===== src/rtl/vga_ctrl_pkg.sv =====
// Shared types for the VGA mode controller: config word, FSM states, auto-cycle table, colour decode.
// Pure declarations, no latency or flow control.
package vga_ctrl_pkg;

    typedef struct packed {
        logic       gray_byp;
        logic       bar_byp;
        logic [1:0] back_sel;
    } cfg_t;

    typedef enum logic {
        S_RUN  = 1'b0,
        S_PEND = 1'b1
    } state_e;

    localparam logic [0:3][3:0] AUTO_TBL = {4'b1000, 4'b0000, 4'b1101, 4'b1111};

    // {red, green, blue} channel-enable mask; an enabled channel is driven all ones.
    function automatic logic [2:0] back_rgb_mask(input logic [1:0] sel);
        logic [2:0] m;
        m = 3'b000;
        case (sel)
            2'b00: m = 3'b000;
            2'b01: m = 3'b100;
            2'b10: m = 3'b010;
            2'b11: m = 3'b001;
            default: m = 3'b000;
        endcase
        return m;
    endfunction

endpackage


===== src/rtl/vga_frame_tick.sv =====
// Frame-boundary detector: one-clk pulse, one cycle after (hc==0 && vc==V_LATCH) first appears.
// Holding the match for several clocks still yields one pulse; no backpressure.
module vga_frame_tick #(
    parameter int V_LATCH = 480
) (
    input  logic        clk,
    input  logic        reset,
    input  logic [10:0] hc,
    input  logic [10:0] vc,
    output logic        frame_tick
);

    logic match;
    logic match_d;

    assign match = (hc == 11'd0) && (vc == 11'(V_LATCH));

    // match_d resets high so a match already present at reset release is not a new frame.
    always_ff @(posedge clk) begin
        if (reset) begin
            match_d    <= 1'b1;
            frame_tick <= 1'b0;
        end else begin
            match_d    <= match;
            frame_tick <= match & ~match_d;
        end
    end

endmodule


===== src/rtl/vga_mode_ctrl.sv =====
// Frame-synchronous switch debounce/apply for the VGA path; config changes one clk after frame_tick.
// No backpressure. Optional auto-cycle mode under the AUTO_CYCLE_EN macro.
module vga_mode_ctrl
    import vga_ctrl_pkg::*;
#(
    parameter int         CD          = 12,
    parameter int         V_LATCH     = 480,
    parameter int         DEB_FRAMES  = 3,
    parameter int         STEP_FRAMES = 120,
    parameter logic [3:0] RST_CFG     = 4'b1000
) (
    input  logic          clk,
    input  logic          reset,
    input  logic [3:0]    sw,
    input  logic [10:0]   hc,
    input  logic [10:0]   vc,
`ifdef AUTO_CYCLE_EN
    input  logic          auto_en,
`endif
    output logic [CD-1:0] back_rgb,
    output logic          bypass_bar,
    output logic          bypass_gray,
    output logic          frame_tick,
    output logic          cfg_changed,
    output logic [15:0]   frame_cnt
);

    localparam int CH_W  = CD / 3;
    localparam int CNT_W = $clog2(DEB_FRAMES + 1);

    logic [3:0]       sw_s1;
    logic [3:0]       sw_s2;
    cfg_t             sampled;
    cfg_t             applied, applied_nxt;
    cfg_t             cand, cand_nxt;
    state_e           state, state_nxt;
    logic [CNT_W-1:0] cnt, cnt_nxt;
    logic [2:0]       rgb_mask;

`ifdef AUTO_CYCLE_EN
    localparam int STEP_W = $clog2(STEP_FRAMES + 1);

    logic              auto_act, auto_act_nxt;
    logic [1:0]        idx, idx_nxt;
    logic [STEP_W-1:0] step, step_nxt;
`endif

    vga_frame_tick #(
        .V_LATCH (V_LATCH)
    ) u_frame_tick (
        .clk        (clk),
        .reset      (reset),
        .hc         (hc),
        .vc         (vc),
        .frame_tick (frame_tick)
    );

    assign sampled = cfg_t'(sw_s2);

    always_comb begin
        state_nxt   = state;
        cand_nxt    = cand;
        cnt_nxt     = cnt;
        applied_nxt = applied;
`ifdef AUTO_CYCLE_EN
        auto_act_nxt = auto_act;
        idx_nxt      = idx;
        step_nxt     = step;
`endif
        if (frame_tick) begin
`ifdef AUTO_CYCLE_EN
            auto_act_nxt = auto_en;
            if (auto_en) begin
                // Debounce is parked while the table drives the config.
                state_nxt = S_RUN;
                cnt_nxt   = '0;
                if (!auto_act) begin
                    idx_nxt     = 2'd0;
                    step_nxt    = '0;
                    applied_nxt = cfg_t'(AUTO_TBL[0]);
                end else if (int'(step) + 1 == STEP_FRAMES) begin
                    idx_nxt     = idx + 2'd1;
                    step_nxt    = '0;
                    applied_nxt = cfg_t'(AUTO_TBL[idx_nxt]);
                end else begin
                    step_nxt = step + 1'b1;
                end
            end else
`endif
            begin
                case (state)
                    S_RUN: begin
                        if (sampled != applied) begin
                            if (DEB_FRAMES == 1) begin
                                applied_nxt = sampled;
                            end else begin
                                cand_nxt  = sampled;
                                cnt_nxt   = CNT_W'(1);
                                state_nxt = S_PEND;
                            end
                        end
                    end
                    S_PEND: begin
                        if (sampled == applied) begin
                            state_nxt = S_RUN;
                            cnt_nxt   = '0;
                        end else if (sampled != cand) begin
                            cand_nxt = sampled;
                            cnt_nxt  = CNT_W'(1);
                        end else if (int'(cnt) + 1 == DEB_FRAMES) begin
                            applied_nxt = cand;
                            state_nxt   = S_RUN;
                            cnt_nxt     = '0;
                        end else begin
                            cnt_nxt = cnt + 1'b1;
                        end
                    end
                    default: begin
                        state_nxt = S_RUN;
                        cnt_nxt   = '0;
                    end
                endcase
            end
        end
    end

    always_ff @(posedge clk) begin
        if (reset) begin
            sw_s1       <= '0;
            sw_s2       <= '0;
            applied     <= cfg_t'(RST_CFG);
            cand        <= '0;
            state       <= S_RUN;
            cnt         <= '0;
            cfg_changed <= 1'b0;
            frame_cnt   <= '0;
`ifdef AUTO_CYCLE_EN
            auto_act    <= 1'b0;
            idx         <= '0;
            step        <= '0;
`endif
        end else begin
            sw_s1       <= sw;
            sw_s2       <= sw_s1;
            applied     <= applied_nxt;
            cand        <= cand_nxt;
            state       <= state_nxt;
            cnt         <= cnt_nxt;
            cfg_changed <= (applied_nxt != applied);
            if (frame_tick) begin
                frame_cnt <= frame_cnt + 16'd1;
            end
`ifdef AUTO_CYCLE_EN
            auto_act    <= auto_act_nxt;
            idx         <= idx_nxt;
            step        <= step_nxt;
`endif
        end
    end

    assign rgb_mask    = back_rgb_mask(applied.back_sel);
    assign back_rgb    = {{CH_W{rgb_mask[2]}}, {CH_W{rgb_mask[1]}}, {CH_W{rgb_mask[0]}}};
    assign bypass_bar  = applied.bar_byp;
    assign bypass_gray = applied.gray_byp;

endmodule


===== config.mk =====
export PLATFORM = sky130hd
export DESIGN_NAME = vga_mode_ctrl
export DESIGN_NICKNAME = d
export VERILOG_FILES = /design/src/rtl/vga_ctrl_pkg.sv /design/src/rtl/vga_frame_tick.sv /design/src/rtl/vga_mode_ctrl.sv
export SDC_FILE = /design/constraint.sdc
export NUM_CORES = 1
export LEC_CHECK = 0
export CORE_MARGIN = 1.5
export CORE_UTILIZATION = 40
export CTS_CLUSTER_SIZE = 40
export DETAILED_ROUTE_END_ITERATION = 6
export GPL_TIMING_DRIVEN = 0
export PLACE_DENSITY = 0.72
export SLEW_MARGIN = 20
export SYNTH_ARGS = -nofsm -noshare
export SYNTH_HDL_FRONTEND = slang
export SYNTH_SLANG_ARGS = --single-unit

===== constraint.sdc =====
create_clock -name clk -period 1.5 [get_ports clk]
set_input_delay 0.3 -clock clk [delete_from_list [all_inputs] [get_ports clk]]
set_output_delay 0.3 -clock clk [all_outputs]
set_load 0.05 [all_outputs]

==> impl_metrics.env <==
export IMPL_cts_tree="yes"
export IMPL_rrSetupSlack_ns=0.04
export IMPL_yosys_warnings=0
export IMPL_io_buffers=59
export IMPL_path_clk_slew_ns=0.07
export IMPL_hp_start="u_frame_tick.match_d"
export IMPL_start_kind="flip-flop"
export IMPL_cts_path_max_buffers=2
export IMPL_slew_headroom=0.675
export IMPL_area_growth_pct=49.8
export IMPL_status="completed"
export IMPL_synth_distinct_cells=34
export IMPL_routed_wl_um=3880
export IMPL_overflow=0
export IMPL_start_util=0.427
export IMPL_min_period_ns=1.47
export IMPL_tightest_slew_ns=0.490
export IMPL_final_util=0.640
export IMPL_max_freq_mhz=681
export IMPL_p_leak_nw=0.981
export IMPL_timing_final_crit_share=0.980
export IMPL_grt_pass1_vias=1492
export IMPL_crit_required_ns=1.20
export IMPL_grt_pass1_wl_um=6560
export IMPL_slew_violations=0
export IMPL_cts_inserted_buffers=5
export IMPL_cp_end_kind="primary output"
export IMPL_ff2ff_path_depth=5
export IMPL_die_area_um2=4770
export IMPL_route_detailed_drc=0
export IMPL_hold_class="reg -> reg"
export IMPL_crit_type="reg -> out"
export IMPL_clk_latency_ns=0.29
export IMPL_ir_worst_vdd_mv=0.488
export IMPL_fp_dieH_um=69.1
export IMPL_hpwl_um=2760
export IMPL_synth_edff_count=0
export IMPL_hold_violations=0
export IMPL_synth_top_area_frac=0.436
export IMPL_drive_gt1_frac=0.325
export IMPL_ant_nets=0
export IMPL_yosys_area_top_type="dfxtp_1"
export IMPL_drv_cap=0
export IMPL_synth_top_family_by_area="simple AND/OR/NAND/NOR gates"
export IMPL_syn_mean_instance_area_um2=9.09
export IMPL_die_x_um=69.1
export IMPL_grt_max_degree=12
export IMPL_avgViaCountPerCell=5.03
export IMPL_rr_startpoint="applied[1]"
export IMPL_min_path_cells=1
export IMPL_num_nets_final=294
export IMPL_synthSimpleGateAreaFrac=0.277
export IMPL_via_count=1583
export IMPL_syn_area_um2=1750
export IMPL_async_reset_ff_frac=0
export IMPL_syn_nets=221
export IMPL_holdPathEnd="u_frame_tick.frame_tick"
export IMPL_power_per_cell_area_nw_per_um2=686
export IMPL_synth_xor_area_share=0.0953
export IMPL_firstDrtPassIters=4
export IMPL_ys_ff_latch=38
export IMPL_gp_congestion=0.845
export IMPL_critical_path_cell_chain="clkdlybuf4s15_1"
export IMPL_io_pins=60
export IMPL_worst_path_max_fanout=5
export IMPL_synth_mux_area_frac=0.0416
export IMPL_rows=23
export IMPL_cts_root_buf="clkbuf_8"
export IMPL_coreArea_um2=4090
export IMPL_yosys_top_cells_area="dfxtp_1 (44%), xnor2_1 (5.0%), xor2_1 (4.5%)"
export IMPL_max_stage_delay_ns=0.50
export IMPL_synth_compound_area_frac=0.0824
export IMPL_antenna_cells=0
export IMPL_clock_sinks=38
export IMPL_timing_rr_end="applied[0]"
export IMPL_skew_ns=0.00718
export IMPL_crit_buf_inv=1
export IMPL_cp_top_family="buffers and inverters"
export IMPL_antenna_found_initial=0
export IMPL_fillers=363
export IMPL_track_usage=0.166
export IMPL_worstPathArrival_ns=1.17
export IMPL_cts_max_level=2
export IMPL_synth_fa_ha_area_frac=0.00717
export IMPL_wl_per_cell_um=12.3
export IMPL_ys_seq_area_frac=0.436
export IMPL_syn_inst=192
export IMPL_rsz0062_at_grt="yes"
export IMPL_finalSetupTns_ns=0
export IMPL_dr_first_iter_drc_count=74
export IMPL_setup_viol=0
export IMPL_cpMaxStageDelayCell="clkdlybuf4s15_1"
export IMPL_ys_flop_type="dfxtp_1"
## layer usage
layer	track usage	vias up	routed length, µm
met5	0	-	0
met4	0.0545	0	55
met3	0.0497	5	267
met2	0.256	63	1720
met1	0.223	706	1840
li1	-	809	-
## state kept, by name, summed over array words and instances (netlist names)
name / flops
bypass_bar: 1
cnt: 2
state: 1
applied: 2
sw_s1: 4
u_frame_tick.frame_tick: 1
sampled: 4
cfg_changed: 1
frame_cnt: 16
cand: 4
bypass_gray: 1
u_frame_tick.match_d: 1
## cell type report
type / instances / area [µm²] / area share
multi-input cells: 136 / 981 / 0.375
flip-flops and latches: 38 / 811 / 0.310
repair buffers: 66 / 572 / 0.219
plain buffers: 14 / 93.8 / 0.0359
clock buffers: 6 / 72.6 / 0.0278
well taps: 50 / 62.6 / 0.0239
inverters: 4 / 15.0 / 0.00574
clock inverters: 1 / 7.51 / 0.00287
## where the power goes
group	total (mW)	leakage, nW	internal (mW)	switching, mW
sequential	1.01	0.320	1.00	0.00816
combinational	0.131	0.623	0.0836	0.0473
clock	0.652	0.0373	0.318	0.334
## layout by cell type, fill, tap and decap left out, types with 2 or more instances in the layout
cell              n
dfxtp_1          18
buf_4            23
a21oi_1           9
xor2_1            5
xnor2_1           9
nand2_1          11
dfxtp_2          10
dfxtp_4          10
clkbuf_2         11
nor4_2            2
clkbuf_8          5
dlygate4sd2_1     2
o21ai_0           3
nand3_1          10
clkdlybuf4s15_1   7
nor2_1           18
clkbuf_1          2
buf_6             3
nor4_1            6
nor2b_1          10
clkdlybuf4s15_2   2
mux2_2            2
nor2b_4           2
nand4_1           8
nand2b_1          5
mux2i_1           5
inv_1             4
and3_1            2
xor2_2            4
buf_2             4
clkdlybuf4s50_1  27
and4b_1           2
nor3_1            5
o31ai_1           3
## worst register-to-register path: stages, from the launching register on
cell and delay [ns]:
dfxtp_4 0.37, xor2_2 0.17, o41ai_4 0.43, buf_4 0.21, o31ai_1 0.08, a21oi_1 0.13
## cell families (layout without fill, tap and decap cells)
logic type / Yosys count / in the layout
adders and majority gates: 1 / 1
DFF: 38 / 38
AOI/OAI and AO/OA: 20 / 20
xor gates and xnor gates: 19 / 19
buffers and inverters: 18 / 91
and+or+nand+nor: 89 / 89
muxes: 7 / 7
## worst max-delay path by stage
stage | endpoint | start | cells after the start
final | frame_cnt[1] | frame_cnt[1] | 1
after global routing | applied[0] | applied[1] | 5
after CTS | back_rgb[9] | applied[0] | 3
after detailed placement | cand[0] | reset | 4
after global placement | frame_cnt[5] | reset | 4
after floorplan | back_rgb[5] | applied[1] | 2
## cell usage after synthesis, types with 4 or more instances
cell type	n
a21oi_1	9
nor4_1	9
nand2b_1	5
xnor2_1	10
mux2i_1	5
xor2_1	9
nor2b_1	12
nand4_1	8
nor2_1	18
dfxtp_1	38
buf_4	10
nor3_1	5
nand3_1	10
nand2_1	11
inv_1	4
## what timing repair did
item	4_1_cts	5_1_grt
setup buffers	6	1
resized for setup	112	31
setup endpoints to repair	57	34
hold buffers	0	0
pin swaps	3	3
## stage by stage
stage | hold slack [ns] | instances | cell area [µm²] | worst slack (ns) | power (mW)
6_report | 0.394 | 315 | 2620 | 0.0305 | 1.79
5_1_grt | 0.403 | 315 | 2620 | -0.0614 | 1.88
4_1_cts | 0.399 | 314 | 2570 | -0.000728 | 1.83
3_5_place_dp | 0.376 | 301 | 2450 | -0.479 | 1.16
3_3_place_gp | 0.381 | 301 | 2450 | -0.441 | 1.16
2_1_floorplan | 0.364 | 192 | 1800 | -0.0332 | 1.08
(Power assumes the default switching activity.)
